**src/rtl/seg7_pkg.sv**
```systemverilog
// -----------------------------------------------------------------------------
// seg7_pkg
// Shared definitions for the 7-segment scan driver.
//   - seg7_code_t : 5-bit character code (bit 4 selects the symbol page)
//   - seg7_pat_t  : 7-bit segment pattern {g,f,e,d,c,b,a}, active-high (1 = lit)
//   - SYM_*       : symbol-page character codes
//   - seg7_decode : code -> active-high segment pattern
// -----------------------------------------------------------------------------
package seg7_pkg;

    typedef logic [4:0] seg7_code_t;
    typedef logic [6:0] seg7_pat_t;

    localparam int NUM_DIGITS = 6;

    localparam seg7_code_t SYM_BLANK = 5'h10;
    localparam seg7_code_t SYM_DASH  = 5'h11;
    localparam seg7_code_t SYM_P     = 5'h12;
    localparam seg7_code_t SYM_L     = 5'h13;

    // Codes 00..0F show a hex digit; codes 10..1F are the symbol page,
    // where anything not explicitly defined renders as blank.
    function automatic seg7_pat_t seg7_decode(input seg7_code_t code);
        seg7_pat_t pat;
        pat = 7'h00;
        if (!code[4]) begin
            case (code[3:0])
                4'h0:    pat = 7'h3F;
                4'h1:    pat = 7'h06;
                4'h2:    pat = 7'h5B;
                4'h3:    pat = 7'h4F;
                4'h4:    pat = 7'h66;
                4'h5:    pat = 7'h6D;
                4'h6:    pat = 7'h7D;
                4'h7:    pat = 7'h07;
                4'h8:    pat = 7'h7F;
                4'h9:    pat = 7'h6F;
                4'hA:    pat = 7'h77;
                4'hB:    pat = 7'h7C;
                4'hC:    pat = 7'h39;
                4'hD:    pat = 7'h5E;
                4'hE:    pat = 7'h79;
                default: pat = 7'h71;
            endcase
        end else begin
            case (code)
                SYM_DASH: pat = 7'h40;
                SYM_P:    pat = 7'h73;
                SYM_L:    pat = 7'h38;
                default:  pat = 7'h00;
            endcase
        end
        return pat;
    endfunction

endpackage

```
**src/rtl/seg7_scan_driver_decode.sv**
```systemverilog
// -----------------------------------------------------------------------------
// seg7_decode
// Combinational character decoder, a thin wrapper around the package function
// so the decode shows up as its own instance in the hierarchy.
//   code_i [4:0] : character code
//   seg_o  [6:0] : segment pattern {g,f,e,d,c,b,a}, active-high
// -----------------------------------------------------------------------------
module seg7_decode
    import seg7_pkg::*;
(
    input  logic [4:0] code_i,
    output logic [6:0] seg_o
);

    assign seg_o = seg7_pkg::seg7_decode(code_i);

endmodule

```
**src/rtl/seg7_scan_driver.sv**
```systemverilog
// -----------------------------------------------------------------------------
// seg7_scan_driver
// Time-multiplexed driver for a 6-digit 7-segment display. One digit is
// scanned per slot of SLOT_CYC clocks; the first BLANK_CYC clocks of every
// slot keep all anodes off to suppress ghosting. Character codes are latched
// into a shadow bank once per frame so a frame never mixes old and new codes.
//
// Ports
//   clk           : system clock
//   rst_n         : asynchronous reset, active-low
//   en_i          : display enable
//   in0_i..in5_i  : character codes, in0_i = rightmost digit (an_o[0])
//   dp_in_i [5:0] : decimal-point request per digit, same mapping as an_o
//   an_o    [5:0] : anode selects (registered, polarity per AN_ACTIVE_LOW)
//   seg_o   [6:0] : segments {g,f,e,d,c,b,a} (registered, per SEG_ACTIVE_LOW)
//   dp_o          : decimal point (registered, per SEG_ACTIVE_LOW)
//   frame_tick_o  : one-cycle pulse for each frame-boundary shadow capture
// -----------------------------------------------------------------------------
module seg7_scan_driver
    import seg7_pkg::*;
#(
    parameter int SLOT_CYC       = 50_000,
    parameter int BLANK_CYC      = 500,
    parameter int CNT_W          = 16,
    parameter bit AN_ACTIVE_LOW  = 1'b1,
    parameter bit SEG_ACTIVE_LOW = 1'b1
) (
    input  logic       clk,
    input  logic       rst_n,
    input  logic       en_i,
    input  logic [4:0] in0_i,
    input  logic [4:0] in1_i,
    input  logic [4:0] in2_i,
    input  logic [4:0] in3_i,
    input  logic [4:0] in4_i,
    input  logic [4:0] in5_i,
    input  logic [5:0] dp_in_i,
    output logic [5:0] an_o,
    output logic [6:0] seg_o,
    output logic       dp_o,
    output logic       frame_tick_o
);

    // -------------------------------------------------------------------------
    // Elaboration-time parameter checks
    // -------------------------------------------------------------------------
    generate
        if (SLOT_CYC < 2) begin : g_bad_slot
            $error("seg7_scan_driver: SLOT_CYC must be >= 2");
        end
        if (BLANK_CYC < 0 || BLANK_CYC >= SLOT_CYC) begin : g_bad_blank
            $error("seg7_scan_driver: BLANK_CYC must be in 0..SLOT_CYC-1");
        end
        if (CNT_W < 1 || (CNT_W < 31 && (1 << CNT_W) <= SLOT_CYC - 1)) begin : g_bad_cntw
            $error("seg7_scan_driver: CNT_W too small for SLOT_CYC");
        end
    endgenerate

    localparam logic [CNT_W-1:0] CNT_LAST  = CNT_W'(SLOT_CYC - 1);
    localparam logic [CNT_W-1:0] BLANK_LIM = CNT_W'(BLANK_CYC);
    localparam logic [2:0]       IDX_LAST  = 3'(NUM_DIGITS - 1);

    // Idle (deasserted) levels of the physical outputs
    localparam logic [5:0] AN_IDLE  = AN_ACTIVE_LOW  ? 6'h3F : 6'h00;
    localparam logic [6:0] SEG_IDLE = SEG_ACTIVE_LOW ? 7'h7F : 7'h00;
    localparam logic       DP_IDLE  = SEG_ACTIVE_LOW;

    // -------------------------------------------------------------------------
    // Slot counter / digit index
    // -------------------------------------------------------------------------
    logic [CNT_W-1:0] cnt_q, cnt_d;
    logic [2:0]       idx_q, idx_d;
    logic             slot_end;
    logic             capture;

    assign slot_end = (cnt_q == CNT_LAST);
    assign capture  = en_i && slot_end && (idx_q == IDX_LAST);

    always_comb begin
        cnt_d = cnt_q;
        idx_d = idx_q;
        if (!en_i) begin
            cnt_d = '0;
            idx_d = '0;
        end else if (slot_end) begin
            cnt_d = '0;
            idx_d = (idx_q == IDX_LAST) ? 3'd0 : idx_q + 3'd1;
        end else begin
            cnt_d = cnt_q + 1'b1;
        end
    end

    always_ff @(posedge clk or negedge rst_n) begin
        if (!rst_n) begin
            cnt_q <= '0;
            idx_q <= '0;
        end else begin
            cnt_q <= cnt_d;
            idx_q <= idx_d;
        end
    end

    // -------------------------------------------------------------------------
    // Shadow bank: tracks the inputs while disabled, and otherwise only
    // reloads at the frame boundary so a running frame stays consistent.
    // -------------------------------------------------------------------------
    logic [5:0][4:0] shadow_q, shadow_d;
    logic [5:0]      sdp_q, sdp_d;
    logic [5:0][4:0] code_in;

    assign code_in = {in5_i, in4_i, in3_i, in2_i, in1_i, in0_i};

    always_comb begin
        shadow_d = shadow_q;
        sdp_d    = sdp_q;
        if (!en_i || capture) begin
            shadow_d = code_in;
            sdp_d    = dp_in_i;
        end
    end

    always_ff @(posedge clk or negedge rst_n) begin
        if (!rst_n) begin
            shadow_q <= {NUM_DIGITS{SYM_BLANK}};
            sdp_q    <= '0;
        end else begin
            shadow_q <= shadow_d;
            sdp_q    <= sdp_d;
        end
    end

    // -------------------------------------------------------------------------
    // Decode of the digit currently being scanned
    // -------------------------------------------------------------------------
    logic [4:0] cur_code;
    logic [6:0] cur_pat;
    logic       cur_dp;

    assign cur_code = shadow_q[idx_q];
    assign cur_dp   = sdp_q[idx_q];

    seg7_decode u_decode (
        .code_i (cur_code),
        .seg_o  (cur_pat)
    );

    // -------------------------------------------------------------------------
    // Polarity stage and output registers. Segments keep following the
    // scanned digit during the blank window; only the anode is gated.
    // -------------------------------------------------------------------------
    logic [5:0] an_act;
    logic [5:0] an_d;
    logic [6:0] seg_d;
    logic       dp_d;
    logic       frame_tick_d;

    always_comb begin
        an_act = '0;
        if (en_i && (cnt_q >= BLANK_LIM)) begin
            an_act = 6'b00_0001 << idx_q;
        end
        an_d         = AN_ACTIVE_LOW  ? ~an_act  : an_act;
        seg_d        = SEG_ACTIVE_LOW ? ~cur_pat : cur_pat;
        dp_d         = SEG_ACTIVE_LOW ? ~cur_dp  : cur_dp;
        frame_tick_d = capture;
    end

    always_ff @(posedge clk or negedge rst_n) begin
        if (!rst_n) begin
            an_o         <= AN_IDLE;
            seg_o        <= SEG_IDLE;
            dp_o         <= DP_IDLE;
            frame_tick_o <= 1'b0;
        end else begin
            an_o         <= an_d;
            seg_o        <= seg_d;
            dp_o         <= dp_d;
            frame_tick_o <= frame_tick_d;
        end
    end

endmodule

```
**config.mk**
```make
export PLATFORM = sky130hd
export DESIGN_NAME = seg7_scan_driver
export DESIGN_NICKNAME = d
export VERILOG_FILES = /design/src/rtl/seg7_pkg.sv /design/src/rtl/seg7_scan_driver_decode.sv /design/src/rtl/seg7_scan_driver.sv
export SDC_FILE = /design/constraint.sdc
export NUM_CORES = 1
export LEC_CHECK = 0
export CAP_MARGIN = 20
export CORE_UTILIZATION = 60
export CTS_BUF_LIST = sky130_fd_sc_hd__clkbuf_8
export DETAILED_ROUTE_END_ITERATION = 7
export GPL_ROUTABILITY_DRIVEN = 1
export PLACE_DENSITY = 0.88
export SYNTH_ARGS = -nofsm -noshare
export SYNTH_HDL_FRONTEND = slang
export SYNTH_SLANG_ARGS = --single-unit
```
**constraint.sdc**
```tcl
create_clock -name clk -period 5.8 [get_ports clk]
set_clock_uncertainty 0.05 [all_clocks]
set_input_delay 1.74 -clock clk [delete_from_list [all_inputs] [get_ports clk]]
set_output_delay 1.74 -clock clk [all_outputs]
set_load 0.05 [all_outputs]
```
==> summary.txt <==
Logic synthesis
  • Netlist cell types: 52
  • Async SR Flop Fraction: 1.000
  • Syn nets: ~340
  • Cell count after synthesis: just under 300
  • Number of synthesized flops with an enable pin: 0
  • Mapped Area: between 0.003 and 0.004 mm^2
  • Synthesized flop and latch total: 70
  • Dominant synthesized flop cell: dfrtp_1
  • Sequential-to-total area share from yosys stat: 0.5113
  • Yosys warnings: 0
  • Synth Area per Inst: 11.90 um^2

Placed design
  • Port bufs: 53
  • GP Congestion: about 0.84
  • Total placed instance area: 0.004016 mm^2
  • Pre-CTS WS: 1.807 ns
  • Post-DP HPWL: between 4 and 5 mm

Route
  • Vias: ~2,400
  • Vias/cell: 5.739
  • Antenna-violating nets left: 0
  • Routed len/inst: around 16 um
  • Drt drc: 0
  • Drt pass-1 iters: 4
  • First DRT Iteration DRCs: 154
  • WL final: 6.566 mm

STA
  • Rel. slew slack: 0.2640
  • RSZ-0062 raised after global routing: false
  • Tightest Pin Transition: 1.100 ns
  • Hold slack: about 0.43 ns
  • Final worst slack: 2.173 ns
  • Fin crit period: 3.627 ns
  • Slew Viols, Final: 0
  • Setup_tns: 0 ns
  • Final Hold Viols: 0
  • Period utilization: 0.6254
  • Final setup viols: 0
  • Fmax: between 0.2 and 0.3 GHz

Critical path
  • CP required: 5.97 ns
  • Crit path arrival time: roughly 3.8 ns
  • Worst Setup Start Kind: input pin
  • CP Capture Type: flop
  • Worst Path Max Fanout: 36
  • Critical path class: in -> reg

Die
  • Die height: ~78 um
  • Starting Density: 0.6271
  • Core footprint: 0.005540 mm^2
  • # IOs: between 50 and 60
  • Die width: 78.10 um
  • Die Footprint: 0.006100 mm^2
  • # rows: 27

Finish
  • Area grow syn2layout: 20.89%
  • Commonest non-fill, non-tap cell in the layout: clkdlybuf4s50_1
  • Layout cells sized above 1: 0.2429
  • Antenna Cells: 0
  • Final instance area: 0.004200 mm^2
  • Fill cells: roughly 400
  • Fin nets: 395
  • Commonest cells after routing, fill and taps aside: 52 x clkdlybuf4s50_1, 50 x dfrtp_1, 42 x mux2_2

Clocking
  • H-tree Lvls: 3
  • Clk Latency, worst-skew pair: 0.34 ns
  • Largest buffer count on any clock path: 2
  • CTS Sinks: 70
  • CTS Buf Count: 9
  • Post-CTS sizing: 0
  • Post-CTS Hold Buffers: 0
  • Clock slew at reported path FFs: 0.07 ns
  • Root Buffer: clkbuf_8
  • CTS tree: built
  • Post-CTS setup repair buffer count: 0

Global route
  • Vias in the first global route: roughly 2,500
  • Largest net degree at the start of global routing: 71
  • Initial antenna violation count: 0
  • First-pass GRT wire length: 11.22 mm
  • Gr usage total: 0.2429
  • Grt total ovfl: 0

Flow run
  • Max Cap Viol: 0

Pwr
  • Power Density: 266.6 mW/mm^2
  • Peak VDD IR: 182.3 uV
  • Leak Pwr: 0.001748 uW
  • Pwr Total: 1120 uW

Outcome
  • Status: finished clean

Worst hold path
  • HP Class: reg -> reg
-- area by class of cell --
| type | count | area (um^2) | area share |
|---|---|---|---|
| Clock buffer | 9 | 123.9 | 0.02949 |
| Clock inverter | 7 | 60.06 | 0.01430 |
| Inverter | 10 | 37.54 | 0.008937 |
| Multi-Input combinational cell | 198 | 1564 | 0.3724 |
| Sequential cell | 70 | 1777 | 0.4230 |
| Tap cell | 72 | 90.09 | 0.02145 |
| Timing Repair Buffer | 56 | 548.0 | 0.1305 |
-- cells in the mapped netlist (3+ instances only) --
library cell,number,area share
nor2b_1,4,0.0072
xor2_1,10,0.025
dfstp_2,20,0.15
o22ai_1,3,0.0054
nand2b_1,5,0.0090
nand2_1,11,0.012
ha_1,11,0.040
dfrtp_1,50,0.36
mux2_2,42,0.14
a21oi_1,6,0.0086
nand3_1,9,0.013
inv_1,10,0.011
xnor2_1,4,0.010
clkbuf_1,6,0.0065
mux2i_1,8,0.023
nand4_1,4,0.0072
a222oi_1,3,0.0086
buf_6,5,0.016
nor3_1,4,0.0058
o21ai_0,3,0.0043
nor2_1,32,0.035
-- through the flow --
stage / instances / utilization
2_1_floorplan: 292 / -
3_3_place_gp: 406 / 0.7249
3_5_place_dp: 406 / 0.7249
4_1_cts: 422 / 0.7581
5_1_grt: 422 / 0.7581
6_report: 422 / 0.7581
-- power by group --
group	total [uW]	internal, uW	switching [uW]
registers	553	535	17.5
logic	198	92.5	105
clock network	370	193	176
-- flip-flops by register name, summed over array words and instances (netlist names) --
name,flops
idx_q,3
an_o,6
dp_o,1
sdp_q,6
cnt_q,16
frame_tick_o,1
shadow_q,30
seg_o,7
-- worst paths after layout --
path                           from           end  slack [ns]  cells past startpoint
max in group asynchronous     rst_n  shadow_q[25]        3.62                      2
hold / removal             sdp_q[4]          dp_o        0.43                      1
setup / recovery               en_i   shadow_q[6]        2.17                      4
hold reg to reg            sdp_q[4]          dp_o        0.43                      1
setup reg to reg           idx_q[0]      seg_o[4]        2.53                      7
min in group asynchronous     rst_n   shadow_q[8]        1.53                      2
-- per-layer routing --
metal / track usage / vias up / wire length, um
met2: 0.4018 / 91 / 3250
met3: 0.04302 / 12 / 336
li1: - / 1135 / -
met1: 0.3099 / 1184 / 2865
met4: 0.1167 / 0 / 114
met5: 0 / - / 0
-- worst max-delay path, cell delays in order --
cell	delay (ns)
clkdlybuf4s50_1	0.59
nand2_2	0.14
o21ai_4	0.88
mux2_2	0.42
-- kinds of logic (layout without fill, tap and decap cells) --
family	Yosys count	in the layout	share of synthesized area
multiplexers	54	54	0.1764
buffers and inverters	24	82	0.03853
AND/OR/NAND/NOR	86	86	0.1246
flip-flops	70	70	0.5113
adder cells (fa/ha/maj)	11	11	0.03961
XOR/XNOR	15	15	0.03997
AO/OA/AOI/OAI	32	32	0.06950
No activity file was read; power rests on OpenSTA's default activity.
